`src/rtl/sprite_plotter.sv`:
```
// Purpose : round-robin arbiter that expands per-object draw requests into SIZE x SIZE pixel writes.
// Latency : 2 cycles from req to first plot; SIZE*SIZE pixel cycles, then a 1-cycle ack pulse.
// Backpr. : req is level-held until ack; losing requesters simply wait (at most N-1 squares).
//
// Ports:
//   clk, reset_n                 clock, async active-low reset
//   req[N]                       per-requester draw request (level, held until ack)
//   req_x/req_y/req_colour       packed per-requester top-left corner and colour
//   ack[N]                       one-cycle completion pulse to the granted requester
//   busy                         high from grant through the ack cycle
//   x, y, colour, plot           registered pixel-write port to vga_adapter
module sprite_plotter #(
  parameter int N     = 4,
  parameter int SIZE  = 4,
  parameter int X_MAX = 160,
  parameter int Y_MAX = 120
) (
  input  logic           clk,
  input  logic           reset_n,
  input  logic [N-1:0]   req,
  input  logic [N*8-1:0] req_x,
  input  logic [N*7-1:0] req_y,
  input  logic [N*3-1:0] req_colour,
  output logic [N-1:0]   ack,
  output logic           busy,
  output logic [7:0]     x,
  output logic [6:0]     y,
  output logic [2:0]     colour,
  output logic           plot
);

  localparam int         IW   = (N > 1) ? $clog2(N) : 1;
  localparam logic [2:0] LAST = 3'(SIZE - 1);

  typedef enum logic [1:0] {IDLE, DRAW, DONE} state_t;

  state_t          state_q, state_d;
  logic [IW-1:0]   ptr_q, ptr_d;
  logic [IW-1:0]   gnt_q, gnt_d;
  logic [7:0]      base_x_q, base_x_d;
  logic [6:0]      base_y_q, base_y_d;
  logic [2:0]      base_c_q, base_c_d;
  logic [2:0]      dx_q, dx_d;
  logic [2:0]      dy_q, dy_d;

  logic [N-1:0]    ack_d;
  logic            busy_d;
  logic [7:0]      x_d;
  logic [6:0]      y_d;
  logic [2:0]      colour_d;
  logic            plot_d;

  logic [N-1:0]    req_eff;
  logic            found;
  logic [IW-1:0]   pick;
  logic [8:0]      sum_x;
  logic [7:0]      sum_y;

  // Sums are one bit wider than the screen coordinates so that squares
  // hanging off the right/bottom edge are recognised and clipped.
  assign sum_x = {1'b0, base_x_q} + {6'd0, dx_q};
  assign sum_y = {1'b0, base_y_q} + {5'd0, dy_q};

  // Round-robin pick: first pass looks at indices >= ptr, second pass wraps.
  // The requester being acked this cycle still holds req, so it is masked
  // out to avoid an immediate re-grant.
  always_comb begin
    req_eff = req & ~ack;
    found   = 1'b0;
    pick    = '0;
    for (int i = 0; i < N; i++) begin
      if (!found && req_eff[i] && (IW'(i) >= ptr_q)) begin
        found = 1'b1;
        pick  = IW'(i);
      end
    end
    for (int i = 0; i < N; i++) begin
      if (!found && req_eff[i]) begin
        found = 1'b1;
        pick  = IW'(i);
      end
    end
  end

  always_comb begin
    state_d  = state_q;
    ptr_d    = ptr_q;
    gnt_d    = gnt_q;
    base_x_d = base_x_q;
    base_y_d = base_y_q;
    base_c_d = base_c_q;
    dx_d     = dx_q;
    dy_d     = dy_q;
    ack_d    = '0;
    busy_d   = busy;
    x_d      = x;
    y_d      = y;
    colour_d = colour;
    plot_d   = 1'b0;

    case (state_q)
      IDLE: begin
        busy_d = 1'b0;
        if (found) begin
          state_d = DRAW;
          gnt_d   = pick;
          dx_d    = 3'd0;
          dy_d    = 3'd0;
          busy_d  = 1'b1;
          for (int i = 0; i < N; i++) begin
            if (pick == IW'(i)) begin
              base_x_d = req_x[8*i +: 8];
              base_y_d = req_y[7*i +: 7];
              base_c_d = req_colour[3*i +: 3];
            end
          end
        end
      end

      DRAW: begin
        x_d      = sum_x[7:0];
        y_d      = sum_y[6:0];
        colour_d = base_c_q;
        plot_d   = (32'(sum_x) < X_MAX) && (32'(sum_y) < Y_MAX);
        if (dx_q == LAST) begin
          dx_d = 3'd0;
          if (dy_q == LAST) begin
            state_d = DONE;
          end else begin
            dy_d = dy_q + 3'd1;
          end
        end else begin
          dx_d = dx_q + 3'd1;
        end
      end

      DONE: begin
        ack_d[gnt_q] = 1'b1;
        busy_d       = 1'b1;
        ptr_d        = (gnt_q == IW'(N - 1)) ? '0 : gnt_q + IW'(1);
        state_d      = IDLE;
      end

      default: state_d = IDLE;
    endcase
  end

  always_ff @(posedge clk or negedge reset_n) begin
    if (!reset_n) begin
      state_q  <= IDLE;
      ptr_q    <= '0;
      gnt_q    <= '0;
      base_x_q <= '0;
      base_y_q <= '0;
      base_c_q <= '0;
      dx_q     <= '0;
      dy_q     <= '0;
      ack      <= '0;
      busy     <= 1'b0;
      x        <= '0;
      y        <= '0;
      colour   <= '0;
      plot     <= 1'b0;
    end else begin
      state_q  <= state_d;
      ptr_q    <= ptr_d;
      gnt_q    <= gnt_d;
      base_x_q <= base_x_d;
      base_y_q <= base_y_d;
      base_c_q <= base_c_d;
      dx_q     <= dx_d;
      dy_q     <= dy_d;
      ack      <= ack_d;
      busy     <= busy_d;
      x        <= x_d;
      y        <= y_d;
      colour   <= colour_d;
      plot     <= plot_d;
    end
  end

endmodule
```
`config.mk`:
```
export PLATFORM = sky130hd
export DESIGN_NAME = sprite_plotter
export DESIGN_NICKNAME = d
export VERILOG_FILES = /design/src/rtl/sprite_plotter.sv
export SDC_FILE = /design/constraint.sdc
export NUM_CORES = 1
export LEC_CHECK = 0
export ABC_AREA = 0
export CAP_MARGIN = 10
export CORE_MARGIN = 2
export CORE_UTILIZATION = 50
export DETAILED_ROUTE_END_ITERATION = 12
export HOLD_SLACK_MARGIN = 0.12
export MAX_ROUTING_LAYER = met4
export PLACE_DENSITY_LB_ADDON = 0.12
export SYNTH_ARGS = -nofsm -noshare
export SYNTH_HDL_FRONTEND = slang
export SYNTH_SLANG_ARGS = --single-unit
```
`constraint.sdc`:
```
create_clock -name clk -period 5.45 [get_ports clk]
set_input_delay 0.545 -clock clk [delete_from_list [all_inputs] [get_ports clk]]
set_output_delay 0.545 -clock clk [all_outputs]
set_load 0.02 [all_outputs]
```
==> results_dict.tcl <==
set metrics [dict create \
    htreeDepth 2 \
    p_per_area_mw_per_mm2 481.6 \
    die_h_um 83.70 \
    fin_ws_ns 2.693 \
    synth_area_mm2 0.003176 \
    max_stage_delay_ns 0.56 \
    grt.overflow.total 0 \
    worst_path_dominant_cell_family "compound AO/OA/AOI/OAI gates" \
    finalPower_mw 2.069 \
    fin_worst_skew_ns 0.01200 \
    drt_iter0_drc 130 \
    io_pins 102 \
    tns_ns 0 \
    io_buffers 101 \
    worstSetupEndpointType "flop" \
    fin_nets 512 \
    ant_nets 0 \
    path_common_cell "a221oi_2" \
    cts_root_buffer "clkbuf_8" \
    drive_above_1_share_pct 9.524 \
    synth_xor_area_share_pct 3.901 \
    synthMuxAreaShare_pct 0.3546 \
    firstDrtPassIters 4 \
    antennaDiodeCount 0 \
    numCtsBuffers 5 \
    timing.slew.headroom_pct 27.03 \
    grt_first_pass_wirelength_mm 12.79 \
    grt_usage_pct 23.24 \
    grt_use_met2_pct 38.18 \
    start_util_pct 50.88 \
    cp_max_fo 19 \
    max-clock-path-buffers 2 \
    worst-setup-path-type "input pin to flop" \
    synthDistinctLibCells 49 \
    ys_top_cells_by_area "dfrtp_1 43%, nand2_1 6.5%, o21ai_0 6.5%" \
    worst_slew_pin_slew_ns 1.094 \
    yosys_warnings 0 \
    grt_max_degree 55 \
    synth_top_family_by_area "compound AO/OA/AOI/OAI gates" \
    synth_most_common_cell "nand2_1" \
    synth_common_cells "55 x nand2_1, 54 x dfrtp_1, 41 x o21ai_0" \
    ctsHoldBuffers 0 \
    use_met1_pct 30.97 \
    yosys.area_share.simple_pct 15.80 \
    clk_latency_ns 0.31 \
    clk_pin_slew_ns 0.10 \
    dieArea_mm2 0.007005 \
    busiest_layer "met2" \
    synth_largest_area_cell "dfrtp_1" \
    path_cells "clkdlybuf4s50_1, nor2b_2, a2111oi_2, o31a_2, xor2_4, a221oi_2, a221oi_2" \
    num_rows 29 \
    cts_num_sinks 54 \
    cp.arrival_ns 2.97 \
    finalHoldViolations 0 \
    p_leak_nw 1.848 \
    ys_async_sr_fraction_pct 100.0 \
    fin_cells 497 \
    drc 0 \
    syn_inst 324 \
    area_growth_pct 35.26 \
    dr_total_vias 2750 \
    yosys.area_share.adder_pct 6.383 \
    slew_violations 0 \
    dp_hpwl_mm 5.985 \
    gp_congestion 0.7943 \
    cap_viol_max_count 0 \
    synth_compound_area_share_pct 26.44 \
    die_w_um 83.70 \
    wl_mm 7.653 \
    hold-worst-slack_ns 0.3381 \
    synth_top_area_share_pct 42.55 \
    path_buf_inv 1 \
    cts.repair.resized 0 \
    coreArea_mm2 0.006241 \
    synth_edf_count 0 \
    synth_seq_cells 54 \
    fmaxAchievable_ghz 0.3627 \
    antenna_found_initial 0 \
    place_inst 489 \
    status "completed" \
    holdCritPathClass "input pin to async pin" \
    post_cts_buffers 0 \
    setup_violations 0 \
    ys.flop_type "dfrtp_1" \
    start_kind "input pin" \
    rsz0062_at_grt "no" \
    grt_util_met3_pct 3.660 \
    grt_pass1_vias 2710 \
    finalCritPeriodShare_pct 50.59 \
    vias_per_cell 5.533 \
    required_ns 5.66 \
    dp_slack_ns 2.389 \
    ir_drop_v 0.0002882 \
    cp_slowest_cell "xor2_4" \
    period_needed_ns 2.757 \
    cts_tree "yes" \
    syn-mean-instance-area_um2 9.801 \
    wl_per_cell_um 15.40 \
    fillers 501 \
    syn-num-nets 417 \
    yosysSeqAreaShare_pct 42.55 \
]
==> cell families (layout without fill, tap and decap cells) <==
group,after synthesis,count (layout)
compound gates,114,114
xor+xnor,12,12
fa+ha+maj,15,15
buf+inv,28,124
flops,54,54
mux,1,1
simple gates,100,100
==> stage by stage <==
step	utilization (%)	cell area, um2
2_1_floorplan	-	3176
3_3_place_gp	67.38	4205
3_5_place_dp	67.38	4205
4_1_cts	68.83	4295
5_1_grt	68.83	4295
6_report	68.83	4295
==> area by class of cell <==
| class | instances | area [um2] | share of cell area, % |
|---|---|---|---|
| inverters | 12 | 45.04 | 1.049 |
| multi-input cells | 242 | 1684 | 39.21 |
| clock buffers | 5 | 68.82 | 1.602 |
| well taps | 77 | 96.34 | 2.243 |
| repair buffers | 104 | 1028 | 23.94 |
| clock inverters | 3 | 21.27 | 0.4952 |
| flip-flops and latches | 54 | 1351 | 31.46 |
==> flip-flops by register name, summed over array words and instances, names as in the netlist <==
register  flops
colour        3
x             8
base_c_q      3
plot          1
gnt_q         2
busy          1
ptr_q         2
ack           4
dx_q          3
y             7
base_y_q      7
base_x_q      8
dy_q          3
state_q       2
==> cell usage in the layout (no fill, tap or decap), drive strengths merged, types with 2 or more instances in the layout <==
cell type / instances
clkdlybuf4s50: 100
nand2: 55
dfrtp: 54
o21ai: 54
a221oi: 18
a21o: 17
ha: 13
inv: 12
xor2: 10
nor2b: 9
nand2b: 8
a21oi: 8
nor2: 6
and2: 5
clkbuf: 5
buf: 4
o31ai: 3
o22ai: 3
nor3: 3
a211oi: 3
o2111ai: 2
nor4: 2
nand3b: 2
xnor2: 2
or3: 2
nand3: 2
and3: 2
fa: 2
nor3b: 2
clkinv: 2
==> worst reg2reg max path, cell delays in order (launching register included) <==
cell and delay [ns]:
dfrtp_1 0.43, and2b_4 0.23, nor4_1 0.61, nand2b_1 0.73, or3_1 0.21, o21ai_0 0.09, a21oi_2 0.11
==> report_power, final <==
part           total, mW  internal [mW]  switching, mW
clock              0.226         0.0907          0.136
sequential         0.735          0.581          0.154
combinational       1.11          0.496          0.611
==> final timing paths <==
| check | startpoint | depth (start not counted) | to | slack [ns] |
|---|---|---|---|---|
| max | req[1] | 7 | base_x_q[1]$_DFFE_PN0P_ | 2.69 |
| min | reset_n | 2 | colour[2]$_DFFE_PN0P_ | 0.34 |
| max reg2reg | ack[2]$_DFF_PN0_ | 6 | base_x_q[5]$_DFFE_PN0P_ | 2.98 |
| min reg2reg | y[6]$_DFFE_PN0P_ | 2 | y[6]$_DFFE_PN0P_ | 0.48 |
| max in group asynchronous | reset_n | 2 | base_x_q[2]$_DFFE_PN0P_ | 4.65 |
| min in group clk | y[6]$_DFFE_PN0P_ | 2 | y[6]$_DFFE_PN0P_ | 0.48 |
==> per-layer routing <==
metal  vias to the layer above  wire [um]
met3                         8        350
met1                      1313       3474
met4                         0         85
li1                       1349          -
met2                        80       3743
met5                         -          0
No activity file was read; power rests on OpenSTA's default activity.
